### config.mk
export PLATFORM = sky130hd
export DESIGN_NAME = mdu_div_seq
export DESIGN_NICKNAME = d
export VERILOG_FILES = /design/src/rtl/mdu_div_seq_pkg.sv /design/src/rtl/mdu_div_seq_sign.sv /design/src/rtl/mdu_div_seq.sv
export SDC_FILE = /design/constraint.sdc
export NUM_CORES = 1
export LEC_CHECK = 0
export ABC_AREA = 1
export CORE_ASPECT_RATIO = 1.5
export CORE_MARGIN = 2
export CORE_UTILIZATION = 33
export DETAILED_ROUTE_END_ITERATION = 7
export HOLD_SLACK_MARGIN = 0.15
export PLACE_DENSITY = 0.6
export SYNTH_ARGS = -nofsm -noshare
export SYNTH_HDL_FRONTEND = slang
export SYNTH_SLANG_ARGS = --single-unit
### constraint.sdc
create_clock -name clk -period 4.4 [get_ports clk]
set_input_delay 0.88 -clock clk [delete_from_list [all_inputs] [get_ports clk]]
set_output_delay 0.88 -clock clk [all_outputs]
set_load 0.01 [all_outputs]
### src/rtl/mdu_div_seq_pkg.sv
// Shared encodings for the MDU divide sequencer: sign modes and FSM states.
package mdu_div_seq_pkg;

    localparam logic DIV_UNSIGNED = 1'b0;
    localparam logic DIV_SIGNED   = 1'b1;

    typedef enum logic [2:0] {
        DIV_IDLE = 3'd0,
        DIV_PREP = 3'd1,
        DIV_CALC = 3'd2,
        DIV_FIX  = 3'd3,
        DIV_DONE = 3'd4
    } div_state_e;

endpackage

### src/rtl/mdu_div_seq_sign.sv
// Conditional two's-complement negate, used for operand magnitude and result sign fix-up.
module div_sign_cond #(
    parameter int WIDTH = 32
) (
    input  logic             neg,
    input  logic [WIDTH-1:0] din,
    output logic [WIDTH-1:0] dout
);

    always_comb begin
        dout = neg ? (~din + {{(WIDTH-1){1'b0}}, 1'b1}) : din;
    end

endmodule

### src/rtl/mdu_div_seq.sv
// Radix-2 restoring divider sequencer for DIV/DIVU; one quotient bit per cycle.
module mdu_div_seq
    import mdu_div_seq_pkg::*;
#(
    parameter int WIDTH = 32,
    parameter int CNT_W = 6
) (
    input  logic             clk,
    input  logic             rst,
    input  logic             start,
    input  logic             signed_op,
    input  logic             flush,
    input  logic [WIDTH-1:0] dividend,
    input  logic [WIDTH-1:0] divisor,
    output logic             busy,
    output logic             done,
    output logic [WIDTH-1:0] quotient,
    output logic [WIDTH-1:0] remainder,
    output logic             div_by_zero
);

    localparam logic [CNT_W-1:0] CNT_ONE  = CNT_W'(1);
    localparam logic [CNT_W-1:0] CNT_INIT = CNT_W'(WIDTH);

    div_state_e state, state_n;
    logic       accept;

    logic [WIDTH-1:0] a_r, b_r;
    logic             sop_r;
    logic             qneg, rneg;
    logic [WIDTH-1:0] b_mag;
    logic [WIDTH-1:0] quo;
    logic [WIDTH:0]   rem;
    logic [CNT_W-1:0] cnt;

    logic [WIDTH-1:0] a_abs, b_abs, q_fix, r_fix;
    logic [WIDTH+1:0] sh, diff;
    logic             ge;
    logic             b_zero;

    assign b_zero = (b_r == '0);

    div_sign_cond #(.WIDTH(WIDTH)) u_abs_a (
        .neg  (sop_r == DIV_SIGNED && a_r[WIDTH-1]),
        .din  (a_r),
        .dout (a_abs)
    );

    div_sign_cond #(.WIDTH(WIDTH)) u_abs_b (
        .neg  (sop_r == DIV_SIGNED && b_r[WIDTH-1]),
        .din  (b_r),
        .dout (b_abs)
    );

    div_sign_cond #(.WIDTH(WIDTH)) u_fix_q (
        .neg  (qneg),
        .din  (quo),
        .dout (q_fix)
    );

    div_sign_cond #(.WIDTH(WIDTH)) u_fix_r (
        .neg  (rneg),
        .din  (rem[WIDTH-1:0]),
        .dout (r_fix)
    );

    // Trial subtract is two bits wider than the operand so its MSB is a clean borrow.
    always_comb begin
        sh   = {rem, quo[WIDTH-1]};
        diff = sh - {2'b00, b_mag};
        ge   = ~diff[WIDTH+1];
    end

    always_ff @(posedge clk) begin
        if (rst) state <= DIV_IDLE;
        else     state <= state_n;
    end

    always_comb begin
        state_n = state;
        accept  = 1'b0;
        busy    = 1'b0;
        done    = 1'b0;
        case (state)
            DIV_IDLE: begin
                if (start) begin
                    state_n = DIV_PREP;
                    accept  = 1'b1;
                end
            end
            DIV_PREP: begin
                busy    = 1'b1;
                state_n = b_zero ? DIV_DONE : DIV_CALC;
            end
            DIV_CALC: begin
                busy = 1'b1;
                if (cnt == CNT_ONE) state_n = DIV_FIX;
            end
            DIV_FIX: begin
                busy    = 1'b1;
                state_n = DIV_DONE;
            end
            DIV_DONE: begin
                done = 1'b1;
                if (start) begin
                    state_n = DIV_PREP;
                    accept  = 1'b1;
                end else begin
                    state_n = DIV_IDLE;
                end
            end
            default: state_n = DIV_IDLE;
        endcase
        // Flush beats every transition and drops a coincident request.
        if (flush) begin
            state_n = DIV_IDLE;
            accept  = 1'b0;
        end
    end

    always_ff @(posedge clk) begin
        if (rst) begin
            a_r         <= '0;
            b_r         <= '0;
            sop_r       <= DIV_UNSIGNED;
            qneg        <= 1'b0;
            rneg        <= 1'b0;
            b_mag       <= '0;
            quo         <= '0;
            rem         <= '0;
            cnt         <= '0;
            quotient    <= '0;
            remainder   <= '0;
            div_by_zero <= 1'b0;
        end else begin
            if (accept) begin
                a_r   <= dividend;
                b_r   <= divisor;
                sop_r <= signed_op;
            end
            if (state == DIV_PREP && !flush) begin
                qneg  <= (sop_r == DIV_SIGNED) & (a_r[WIDTH-1] ^ b_r[WIDTH-1]);
                rneg  <= (sop_r == DIV_SIGNED) & a_r[WIDTH-1];
                b_mag <= b_abs;
                quo   <= a_abs;
                rem   <= '0;
                cnt   <= CNT_INIT;
                if (b_zero) begin
                    quotient    <= '1;
                    remainder   <= a_r;
                    div_by_zero <= 1'b1;
                end
            end
            if (state == DIV_CALC) begin
                rem <= ge ? diff[WIDTH:0] : sh[WIDTH:0];
                quo <= {quo[WIDTH-2:0], ge};
                cnt <= cnt - CNT_ONE;
            end
            // A flushed op leaves the previous result visible.
            if (state == DIV_FIX && !flush) begin
                quotient    <= q_fix;
                remainder   <= r_fix;
                div_by_zero <= 1'b0;
            end
        end
    end

endmodule

After elaboration in Yosys (flattened, before gate mapping) --
Index checks and enable logic that the tools add are counted.
Operators by class: equality and inequality tests 7, multiplexer cells 27, bitwise operators 8, add/sub/neg operators 6, reductions and logical operators 17
Operator list (count):
- $mux 32 | 12
- $add 32x1->32 const B | 4
- $not 32->32 | 4
- $mux 33 | 3
- $sub 34x32->34 | 1
- $logic_not 32->1 | 1
- $pmux 3 s5 | 1
- $mux 6 | 2
- $mux 3 | 3
- $eq 3x2->1 const B | 2
- $eq 6x1->1 const B | 1
- $mux 1 | 6
- $reduce_and 2->1 | 3
- $reduce_bool 2->1 | 3
- $reduce_or 2->1 | 3
- $sub 6x1->6 const B | 1
- $logic_and 1x1->1 | 4
- $ne 2x2->1 const B | 2
- $eq 3x1->1 const B | 1
- $eq 3x3->1 const B | 1
- $logic_not 3->1 | 1
- $reduce_or 3->1 | 1
- $and 1x1->1 | 2
- $logic_not 1->1 | 1
- 2 further kinds | 2
Word-level totals: input bits 69, bits in registers 238, output and inout port bits 67, word-level logic and storage cells 78

Longest topological paths before layout --
Gate-level depths: netlist (run 1).
depth after elaboration 5, gate-level depth with buffers 18, depth with buffers taken out 17

Cells and area by module --
A second synthesis (run 1) with hierarchy kept.
Unflattened totals: cell total of the unflattened synthesis 2692, area, all modules 16472.0 um^2
Modules (own cells, without submodules):
- mdu_div_seq | instances 1, sequential area each 4764.6 um^2, area an instance 12037.8 um^2, cells each 1784
- div_sign_cond | instances 4, sequential area each 0.0 um^2, area an instance 1108.6 um^2, cells each 227

Worst setup path after synthesis (run 1) --
No wires, ideal clock.
path kind reg-to-reg, from register b_mag[2], to register rem[12], stages on the path, launching flop included 19, path slack 2.415 ns, data required time 4.268 ns, arrival time 1.853 ns, path through dfxtp_1 inv_1 ha_1 buf_4 nand2_1 nand2_1 nand2_1 nand2_1 nand2_1 nand3_2 nand2_2 nand2_2 nand2_2 nand2_2 nand2_4 buf_2 nand3_1 nand3_1 a21oi_1
On the way: word-level cells in the longest chain between the ends 3
RTL lines:
- start, declared | RTL line mdu_div_seq.sv:31 | logic [WIDTH-1:0] b_mag;
- start signal, assigned | RTL line mdu_div_seq.sv:144 | b_mag <= b_abs;
- $sub 34x32->34 | RTL line mdu_div_seq.sv:70 | diff = sh - {2'b00, b_mag};
- $mux 33 | RTL line mdu_div_seq.sv:155 | rem <= ge ? diff[WIDTH:0] : sh[WIDTH:0];
- $mux 33 | RTL line mdu_div_seq.sv:154 | if (state == DIV_CALC) begin
- end signal, assigned | RTL line mdu_div_seq.sv:155
- end, declared | RTL line mdu_div_seq.sv:33 | logic [WIDTH:0] rem;
No other way between the ends. A chain may end at the register's enable or synchronous reset.

Worst setup path in the final report (run 1) --
from register b_mag[23], to register rem[25]
The elaborated chain is that of the path after synthesis.

==> results of run 1 <==
## cells in the final DEF (no fill, tap or decap), types with 2 or more instances in the layout
cell type / count
o21ai_2: 4
nor3_1: 38
o21ai_1: 17
xnor2_1: 13
clkbuf_1: 7
nor2_1: 226
a211oi_1: 5
nor2_4: 4
nand3_1: 237
dfxtp_1: 238
o211ai_1: 12
o31ai_1: 2
nand2_1: 544
and3_1: 2
clkdlybuf4s50_1: 134
clkinv_2: 4
nor4_1: 3
o21ai_0: 197
a31oi_1: 35
inv_2: 5
or2_2: 3
buf_4: 16
clkbuf_16: 26
xor2_1: 35
inv_6: 2
a21oi_1: 245
nor2_2: 11
nand3b_1: 18
clkbuf_8: 5
o21a_1: 6
o22ai_1: 14
nand3_2: 5
and2_1: 5
nor3_2: 4
nand4_1: 17
ha_1: 38
inv_1: 343
nand2_2: 8
## layer usage
layer  GRT usage (%)  wire, µm
met3           1.686      1514
met2           40.11     27080
met1           21.23     19500
met5               0         0
met4           10.92      2738
## state kept, by name, indices dropped and copies added, names as in the netlist
register and flops:
a_r 32, b_mag 32, b_r 32, cnt 6, div_by_zero 1, qneg 1, quo 32, quotient 32
rem 33, remainder 32, rneg 1, sop_r 1, state 3
## critical path, delay by kind of cell, from the launching register on
family | cells | cell delay [ps]
flip-flops | 1 | 330
adder cells (fa/ha/maj) | 1 | 410
AND/OR/NAND/NOR | 7 | 1540
buffers and inverters | 3 | 250
AO/OA/AOI/OAI | 2 | 260
## worst max-delay path by stage
stage | startpoint | endpoint | slack, ps | cells after the start
6_report | b_mag[23] | rem[25] | 1500 | 13
2_1_floorplan | b_mag[2] | rem[12] | 2410 | 18
3_3_place_gp | flush | a_r[25] | 1310 | 6
5_1_grt | rem[7] | rem[15] | 1260 | 14
4_1_cts | b_mag[31] | rem[26] | 1490 | 12
3_5_place_dp | flush | a_r[26] | 1260 | 6
## cell type report
cell class,count,area [µm²],share of cell area (%)
clock buffers,38,745.7,4.199
well taps,588,735.7,4.143
flip-flops and latches,238,4765,26.83
multi-input cells,1757,8681,48.88
clock inverters,6,47.55,0.2677
inverters,351,1324,7.454
repair buffers,150,1461,8.229
## kinds of logic after synthesis
family | count (synthesis) | synth area share, %
compound gates | 542 | 18.84
flops | 238 | 31.21
buf+inv | 463 | 12.09
simple gates | 1128 | 31.87
xor+xnor | 48 | 2.753
fa+ha+maj | 39 | 3.245
## power groups by stage
stage / registers (mW) / clock network [mW] / logic [mW]
3_3_place_gp: 2.34 / 0 / 1.51
6_report: 2.29 / 2.08 / 1.54
3_5_place_dp: 2.34 / 0 / 1.53
2_1_floorplan: 2.32 / 0 / 1.13
4_1_cts: 2.29 / 2.13 / 1.53
5_1_grt: 2.30 / 2.22 / 1.73
## metrics by stage
step / instance area, µm² / total power, mW
after floorplan: 15270 / 3.449
after global placement: 16970 / 3.853
after detailed placement: 16970 / 3.868
after CTS: 17760 / 5.957
after global routing: 17760 / 6.258
final: 17760 / 5.922
==> results.cfg, run 1 <==
[run_status]
outcome = complete, no violations

[power]
internal_power_mw = 3.898
p_per_area_nw_per_um2 = 333.4
switching_share_pct = 34.18
ir_worst_vdd_v = 0.0002527
p_seq_share_pct = 38.8
switching_power_mw = 2.024
clkPwrFrac_pct = 35.2
p_leak_nw = 7.758
pwr-share-comb_pct = 26.1

[floorplanning]
fp-row-count = 96
die_w_um = 179.6
ios = 136
die_area_um2 = 48040
die_h_um = 267.4
start_util_pct = 33.36
coreArea_um2 = 45760

[routing]
wl_per_cell_um = 16.25
routed_wl_mm = 50.83
dr.pass1.iters = 5
antenna_left = 0
drc = 0
vias = 15850
viasPerCell = 5.068
drt_iter0_markers = 938

[clocking]
ctsRootBufferMaster = clkbuf_16
hold_buffers = 0
cts_buffers = 26
htree_levels = 1
clkLatencyLatePin_ps = 560
clk_pin_slew_ps = 60
cts_tree = built
post-cts-setup-buffers = 0
cts_buffer_depth = 3
cts-resized-gates = 0
cts.sinks = 238

[synth]
synth.most_common_cell = nand2_1
synth_nets = 2566
avgSynthCellArea_um2 = 6.212
ys.flop_type = dfxtp_1
synth_area_leaders = dfxtp_1, nand2_1, inv_1, a21oi_1, nand3_1
synthCells = 2458
ys_ff_latch = 238
yosysTopAreaCellShare_pct = 31.21
yosysUniqueCellTypes = 46
yosysWarnings = 0
synth_common_cells = nand2_1, inv_1, a21oi_1
synth-edff-count = 0
async_flop_share_pct = 0
yosysSeqAreaShare_pct = 31.21
synth_top_area_cell = dfxtp_1
synth.cell_area_um2 = 15270

[critical_path]
slowest_delay_ps = 590
worst-setup-path-type = reg2reg
arrival_ps = 3370
crit_path_cell_trace = inv_1 > ha_1 > nand2_1 > inv_1 > nand2_1 > nand2_1 > inv_1 > a21oi_1 > nor2_2 > nand3_2 > nand3_1 > nand3_1 > a21oi_1
worst-path-max-fanout = 34
reg2reg_from = b_mag[23]
rrSetupSlack_ps = 1500
rr_worst_depth = 13
startpoint_type = flip-flop
cpMaxStageDelayCell = nand3_2
required_ps = 4870
cp-end-kind = flip-flop
timing.rr.end = rem[25]

[job]
cap_violations = 0

[place]
portBuffers = 135
routabilityCongestion = 0.9411
dp_hpwl_mm = 39.42
dp_cells = 3084
place_ws_ps = 1265

[sta]
relSlewSlack_pct = 18.52
clock_skew_ps = 23.67
min_period_ps = 2904
layout_worst_path_cycle_share_pct = 65.99
tns_ps = 0
whs_ps = 468.4
tightest_slew_ps = 1221
finalHoldViolations = 0
slew_viol_final = 0
finalSetupViolCount = 0
fmax_mhz = 344.4
rsz0062_at_grt = false
setup_slack_ps = 1496

[global_route]
grt_pass1_wl_mm = 79.38
grt_use_total_pct = 20.39
grt-ovfl-total = 0
antenna_found_initial = 0
grt_max_degree = 84
grt_pass1_vias = 15380

[finish]
diodes = 0
drive_gt1_share_pct = 4.094
nNetsFinal = 2632
syn2layout_area_growth_pct = 16.32
final_cells = 3128
utilization_pct = 38.81
fillers = 4919

[min_path]
worstHoldEndpoint = quotient[9]
hold_class = reg2reg
hold_depth = 1
hp-start = quotient[9]
Note: power is estimated with default switching activity, not from simulation.
==> run 2, diff against run 1 <==
--- a/config.mk
+++ b/config.mk
@@ -11,7 +11,7 @@
 export CORE_UTILIZATION = 33
 export DETAILED_ROUTE_END_ITERATION = 7
 export HOLD_SLACK_MARGIN = 0.15
-export PLACE_DENSITY = 0.6
+export PLACE_DENSITY = 0.61
 export SYNTH_ARGS = -nofsm -noshare
 export SYNTH_HDL_FRONTEND = slang
 export SYNTH_SLANG_ARGS = --single-unit
==> constraint.sdc (replaced) <==
create_clock -name clk -period 2.36 [get_ports clk]
set_input_delay 0.472 -clock clk [delete_from_list [all_inputs] [get_ports clk]]
set_output_delay 0.472 -clock clk [all_outputs]
set_load 0.01 [all_outputs]
==> run 2 against run 1 <==
Setup slack got worse by 1400 ps. Sequential power rose by 87%. Largest cell class unchanged. Critical path type unchanged. Non-clock buffer count rose by 140. Clock-buffer cell count rose by 2. Total power rose by 110%.
==> results.cfg, run 2 (synthesis gave the netlist of run 1 again) <==
[run_status]
outcome = complete, no violations

[floorplanning]
start_util_pct = 33.36
ios = 136
die_h_um = 267.4
coreArea_um2 = 45760
die_w_um = 179.6
fp-row-count = 96
die_area_um2 = 48040

[critical_path]
worst-setup-path-type = reg2reg
rrSetupSlack_ps = 70
worst-path-max-fanout = 8
arrival_ps = 2770
crit_path_frequent_cell = nand2_8
cpMaxStageDelayCell = ha_4
required_ps = 2830
startpoint_type = flip-flop
rr_worst_depth = 14
cp-end-kind = flip-flop
timing.rr.end = rem[18]
reg2reg_from = b_mag[22]
slowest_delay_ps = 330
cp-startpoint = b_mag[22]
crit_path_cell_trace = inv_1 > ha_4 > nand2_1 > nor2_2 > buf_4 > nand2_2 > nor2_4 > nand2_8 > nand2_8 > nand2_8 > clkbuf_16 > nand3_1 > nand3_1 > a21oi_1

[finish]
seq_area_um2 = 4783
syn2layout_area_growth_pct = 29.95
mostFrequentLayoutCells = nand2_1, inv_1, a21oi_1
nNetsFinal = 2773
drive_gt1_share_pct = 13.15
multi_input_area_um2 = 9300
final_common_cell = nand2_1
regMostFlops = rem
fillers = 4743
utilization_pct = 43.36
largest_reg_flops = 33

[routing]
vias = 16700
drc = 0
viasPerCell = 5.103
routed_wl_mm = 56.16
antenna_left = 0
wl_per_cell_um = 17.16
drt_iter0_markers = 1137
dr.pass1.iters = 5

[sta]
finalSetupViolCount = 0
layout_worst_path_cycle_share_pct = 97.21
relSlewSlack_pct = 28.48
rsz0062_at_grt = true
tightest_slew_ps = 1062
min_period_ps = 2294
finalHoldViolations = 0
slew_viol_final = 0
clock_skew_ps = 14.31
fmax_mhz = 435.9
whs_ps = 465.8

[clocking]
clkLatencyLatePin_ps = 560
cts_buffer_depth = 3
cts_tree = built
htree_levels = 1
cts.sinks = 238
clk_pin_slew_ps = 70
ctsRootBufferMaster = clkbuf_16
cts_buffers = 26

[min_path]
worstHoldEndpoint = remainder[28]
hp-start = remainder[28]
hold_class = reg2reg
hold_depth = 2

[global_route]
grt_max_degree = 106
grt_pass1_vias = 15640
grt_use_total_pct = 21.48
grt_pass1_wl_mm = 82.94
antenna_found_initial = 0
grt-ovfl-total = 0

[power]
p_leak_nw = 8.692
p_per_area_nw_per_um2 = 629.6
ir_worst_vdd_v = 0.0004920
p_total_mw = 12.49

[place]
routabilityCongestion = 0.9875
dp_hpwl_mm = 42.65
portBuffers = 135

[job]
cap_violations = 0
## run 2: cell types whose count changed in the layout (fill, tap and decap cells not counted), moves of 13 or more
cell,delta
ha_4,+24
inv_2,+14
inv_1,-15
nand2_1,-18
buf_4,+116
dfxtp_2,+15
nand2_2,+13
ha_1,-26
dfxtp_1,-15
## run 2: repair_timing
action / 4_1_cts / 5_1_grt
gates cloned: 0 / 10
gates resized for setup: 11 / 129
endpoints found under the setup margin: 38 / 86
buffers inserted: 0 / 12
hold buffers: 0 / 0
pin swaps: 1 / 31
## run 2: layout make-up
type                       count  share of cell area, %
sequential                   238                  24.11
clock inverter                 7                 0.3342
timing repair buffer         290                  14.13
multi-input combinational   1758                  46.87
inverter                     351                  6.684
antenna                        1                0.01261
clock buffer                  40                  4.156
tap                          588                  3.708
## run 2: worst max path at each step
stage                              end  slack, ps
final                          rem[18]         70
after global routing           rem[24]        -60
after CTS                 quotient[26]          2
after detailed placement     b_mag[31]       -600
after global placement       b_mag[31]       -620
after floorplan                rem[12]        370
## run 2: through the flow
| step | TNS, ps | area (µm²) | instances | setup slack (ps) |
|---|---|---|---|---|
| after floorplan | 0 | 15270 | 2458 | 374.9 |
| after global routing | -251.6 | 19840 | 3272 | -61.94 |
| final | 0 | 19840 | 3273 | 65.85 |
| after CTS | 0 | 18950 | 3250 | 1.716 |
| after global placement | -708.9 | 17980 | 3203 | -618.6 |
| after detailed placement | -1503 | 17980 | 3203 | -601.5 |
## run 2: worst max-delay path: cells and delay by family, from the launching register on
family                   cells  cell delay, ps
AND/OR/NAND/NOR              9             900
flip-flops                   1             320
buffers and inverters        3             460
adder cells (fa/ha/maj)      1             330
AO/OA/AOI/OAI                1             180
## run 2: power by group
group	internal [mW]	switching, mW	leakage (nW)
clock network	2.50	1.80	0.442
logic	1.53	2.39	6.31
registers	4.16	0.122	1.94
total	8.19	4.30	8.69
## run 2: layer usage
| metal | part of all wire (%) | vias up | GRT usage [%] |
|---|---|---|---|
| li1 | - | 8426 | - |
| met1 | 37 | 7686 | 22.98 |
| met2 | 53 | 448 | 41.50 |
| met3 | 3.4 | 142 | 1.632 |
| met4 | 6.8 | 0 | 11.76 |
| met5 | 0 | - | 0 |
==> run 3, diff against run 2 <==
--- a/config.mk
+++ b/config.mk
@@ -5,13 +5,13 @@
 export SDC_FILE = /design/constraint.sdc
 export NUM_CORES = 1
 export LEC_CHECK = 0
-export ABC_AREA = 1
 export CORE_ASPECT_RATIO = 1.5
 export CORE_MARGIN = 2
 export CORE_UTILIZATION = 33
 export DETAILED_ROUTE_END_ITERATION = 7
+export GPL_TIMING_DRIVEN = 0
 export HOLD_SLACK_MARGIN = 0.15
-export PLACE_DENSITY = 0.61
+export PLACE_DENSITY = 0.62
 export SYNTH_ARGS = -nofsm -noshare
 export SYNTH_HDL_FRONTEND = slang
 export SYNTH_SLANG_ARGS = --single-unit
==> run 3 against run 2 <==
Total power is 16% lower. Sequential cell count stayed put. Clock-buffer cell count is 3 lower. The flow now finishes with violations (negative setup slack). Critical path type unchanged. Clock skew is 3.1 ps higher. Largest power group is now registers. Die area is 13% lower. Global-route usage is 1.1 points higher. Sequential power is 0.9% lower. Critical endpoint is now remainder[31]. Wire length is 13% lower.
==> results.cfg, run 3 <==
[run_status]
outcome = finished with violations
violations = negative setup slack

[sta]
tightest_slew_ps = 1014
rsz0062_at_grt = true
finalHoldViolations = 0
whs_ps = 457.0
setup_slack_ps = -739.0
relSlewSlack_pct = 32.38
min_period_ps = 3099
slew_viol_final = 0
layout_worst_path_cycle_share_pct = 131.3
finalSetupViolCount = 91
clock_skew_ps = 17.42
fmax_mhz = 322.7

[synth]
synth_common_cells = nand2_1, dfxtp_1, a21oi_1
avgSynthCellArea_um2 = 7.772
synthCells = 1712
synth_nets = 1820
synth.most_common_cell = nand2_1
synth-edff-count = 0
synth-xor-area-share_pct = 9.545
synth_mux_area_share_pct = 2.106
yosysUniqueCellTypes = 65
ys.flop_type = dfxtp_1
yosysWarnings = 0
synthSimpleGateAreaFrac_pct = 19.68
synth_top_family_by_area = compound AO/OA/AOI/OAI gates
synth.cell_area_um2 = 13310
synth_top_area_cell = dfxtp_1
yosysTopAreaCellShare_pct = 35.81
synth_area_leaders = dfxtp_1, nand2_1, a21oi_1, xor2_1, xnor2_1
synth-compound-area-share_pct = 24.19
async_flop_share_pct = 0
ys_ff_latch = 238
yosysSeqAreaShare_pct = 35.81
synthAdderAreaFrac_pct = 3.724

[global_route]
grt_pass1_vias = 13800
grt_max_degree = 15
grt_use_total_pct = 22.60
antenna_found_initial = 0
grt-ovfl-total = 0
grt_pass1_wl_mm = 74.93

[power]
p_seq_share_pct = 40.5
p_leak_nw = 6.849
p_total_mw = 10.48
pwr-share-comb_pct = 24.0
p_per_area_nw_per_um2 = 563.8
ir_worst_vdd_v = 0.0004338
internal_power_mw = 7.405
switching_power_mw = 3.073
switching_share_pct = 29.33
clkPwrFrac_pct = 35.6

[clocking]
cts.sinks = 238
htree_levels = 1
cts_buffer_depth = 3
clk_pin_slew_ps = 70
cts_tree = built
cts_buffers = 24
hold_buffers = 0
ctsRootBufferMaster = clkbuf_16
clkLatencyLatePin_ps = 550

[floorplanning]
ios = 136
fp-row-count = 90
start_util_pct = 33.28
die_h_um = 249.9
coreArea_um2 = 39980
die_area_um2 = 41970
die_w_um = 168.0

[place]
dp_hpwl_mm = 36.29
routabilityCongestion = 0.9333
portBuffers = 135

[routing]
vias = 13620
viasPerCell = 5.509
drc = 0
antenna_left = 0
wl_per_cell_um = 19.76
drt_iter0_markers = 818
dr.pass1.iters = 5
routed_wl_mm = 48.88

[finish]
mostFrequentLayoutCells = nand2_1, dfxtp_1, a21oi_1
nNetsFinal = 2060
drive_gt1_share_pct = 20.23
largest_reg_flops = 33
regMostFlops = rem
final_common_cell = nand2_1
diodes = 0
syn2layout_area_growth_pct = 39.68

[critical_path]
worst-path-max-fanout = 4
arrival_ps = 3500
cp-end-kind = flip-flop
worst-setup-path-type = reg2reg
required_ps = 2760
startpoint_type = flip-flop

[job]
cap_violations = 0

[min_path]
hold_class = reg2reg
run 3: cell types whose count changed after synthesis, sizes merged, moves of 48 or more:
cell   before  now
inv       350   55
xor2       35   84
nand3     243   15
a21oi     247  186
xnor2      13   61
nand2     553  325
o21ai     218   79
nor2      241  127
run 3: worst paths after layout:
kind	from	end	slack [ps]	cells after the start
setup / recovery	rem[2]	remainder[31]	-740	9
setup reg to reg	rem[2]	remainder[31]	-740	9
hold reg to reg	b_mag[31]	b_mag[31]	460	2
hold / removal	b_mag[31]	b_mag[31]	460	2
run 3: layout make-up:
class / instances / area [µm²]
Fill cell: 3730 / 21390
Multi-Input combinational cell: 1305 / 9244
Sequential cell: 238 / 4826
Timing Repair Buffer: 226 / 2290
Clock buffer: 37 / 709.4
Buffer: 101 / 638.1
Tap cell: 506 / 633.1
Inverter: 56 / 210.2
Clock inverter: 4 / 35.03
run 3: per-layer routing:
layer	global-route usage, %	wire [µm]	vias to the layer above
met1	22.06	17130	6494
met5	0	0	-
met3	2.950	1920	193
met4	17.76	4325	0
met2	42.46	25500	405
li1	-	-	6531
run 3: critical path: stages, from the launching register on:
cell and delay (ps):
dfxtp_4 360, or4_4 530, or4_4 440, or4_4 560, o31ai_4 340, buf_6 160, nand2_1 60, xor2_1 150
o221ai_1 250, a21oi_1 100
run 3: logic make-up after synthesis:
family / after synthesis
AO/OA/AOI/OAI: 496
XOR/XNOR: 145
adder cells (fa/ha/maj): 39
buffers and inverters: 170
flip-flops: 238
multiplexers: 28
AND/OR/NAND/NOR: 596
run 3: power by group through the flow:
| stage | Combinational (mW) | Sequential [mW] | Clock [mW] |
|---|---|---|---|
| 2_1_floorplan | 1.27 | 4.28 | 0 |
| 3_3_place_gp | 1.76 | 4.31 | 0 |
| 3_5_place_dp | 1.77 | 4.32 | 0 |
| 4_1_cts | 2.27 | 4.23 | 3.75 |
| 5_1_grt | 2.67 | 4.25 | 3.90 |
| 6_report | 2.51 | 4.24 | 3.73 |
run 3: repair_timing:
item | in CTS | in global routing
endpoints found under the setup margin | 215 | 210
gates cloned | 8 | 1
setup buffers | 51 | 35
resized for setup | 238 | 125
pin swaps | 97 | 86
run 3: stage by stage:
stage	util, %	setup TNS, ps	instance area (µm²)	std cells	setup slack [ps]
3_3_place_gp	38.92	-204200	15560	2353	-1400
2_1_floorplan	-	-13890	13570	1712	-530.1
4_1_cts	44.55	-36680	17810	2442	-722.4
6_report	46.49	-38190	18590	2473	-739.0
3_5_place_dp	38.94	-178750	15560	2353	-1193
5_1_grt	46.49	-46710	18590	2473	-786.7
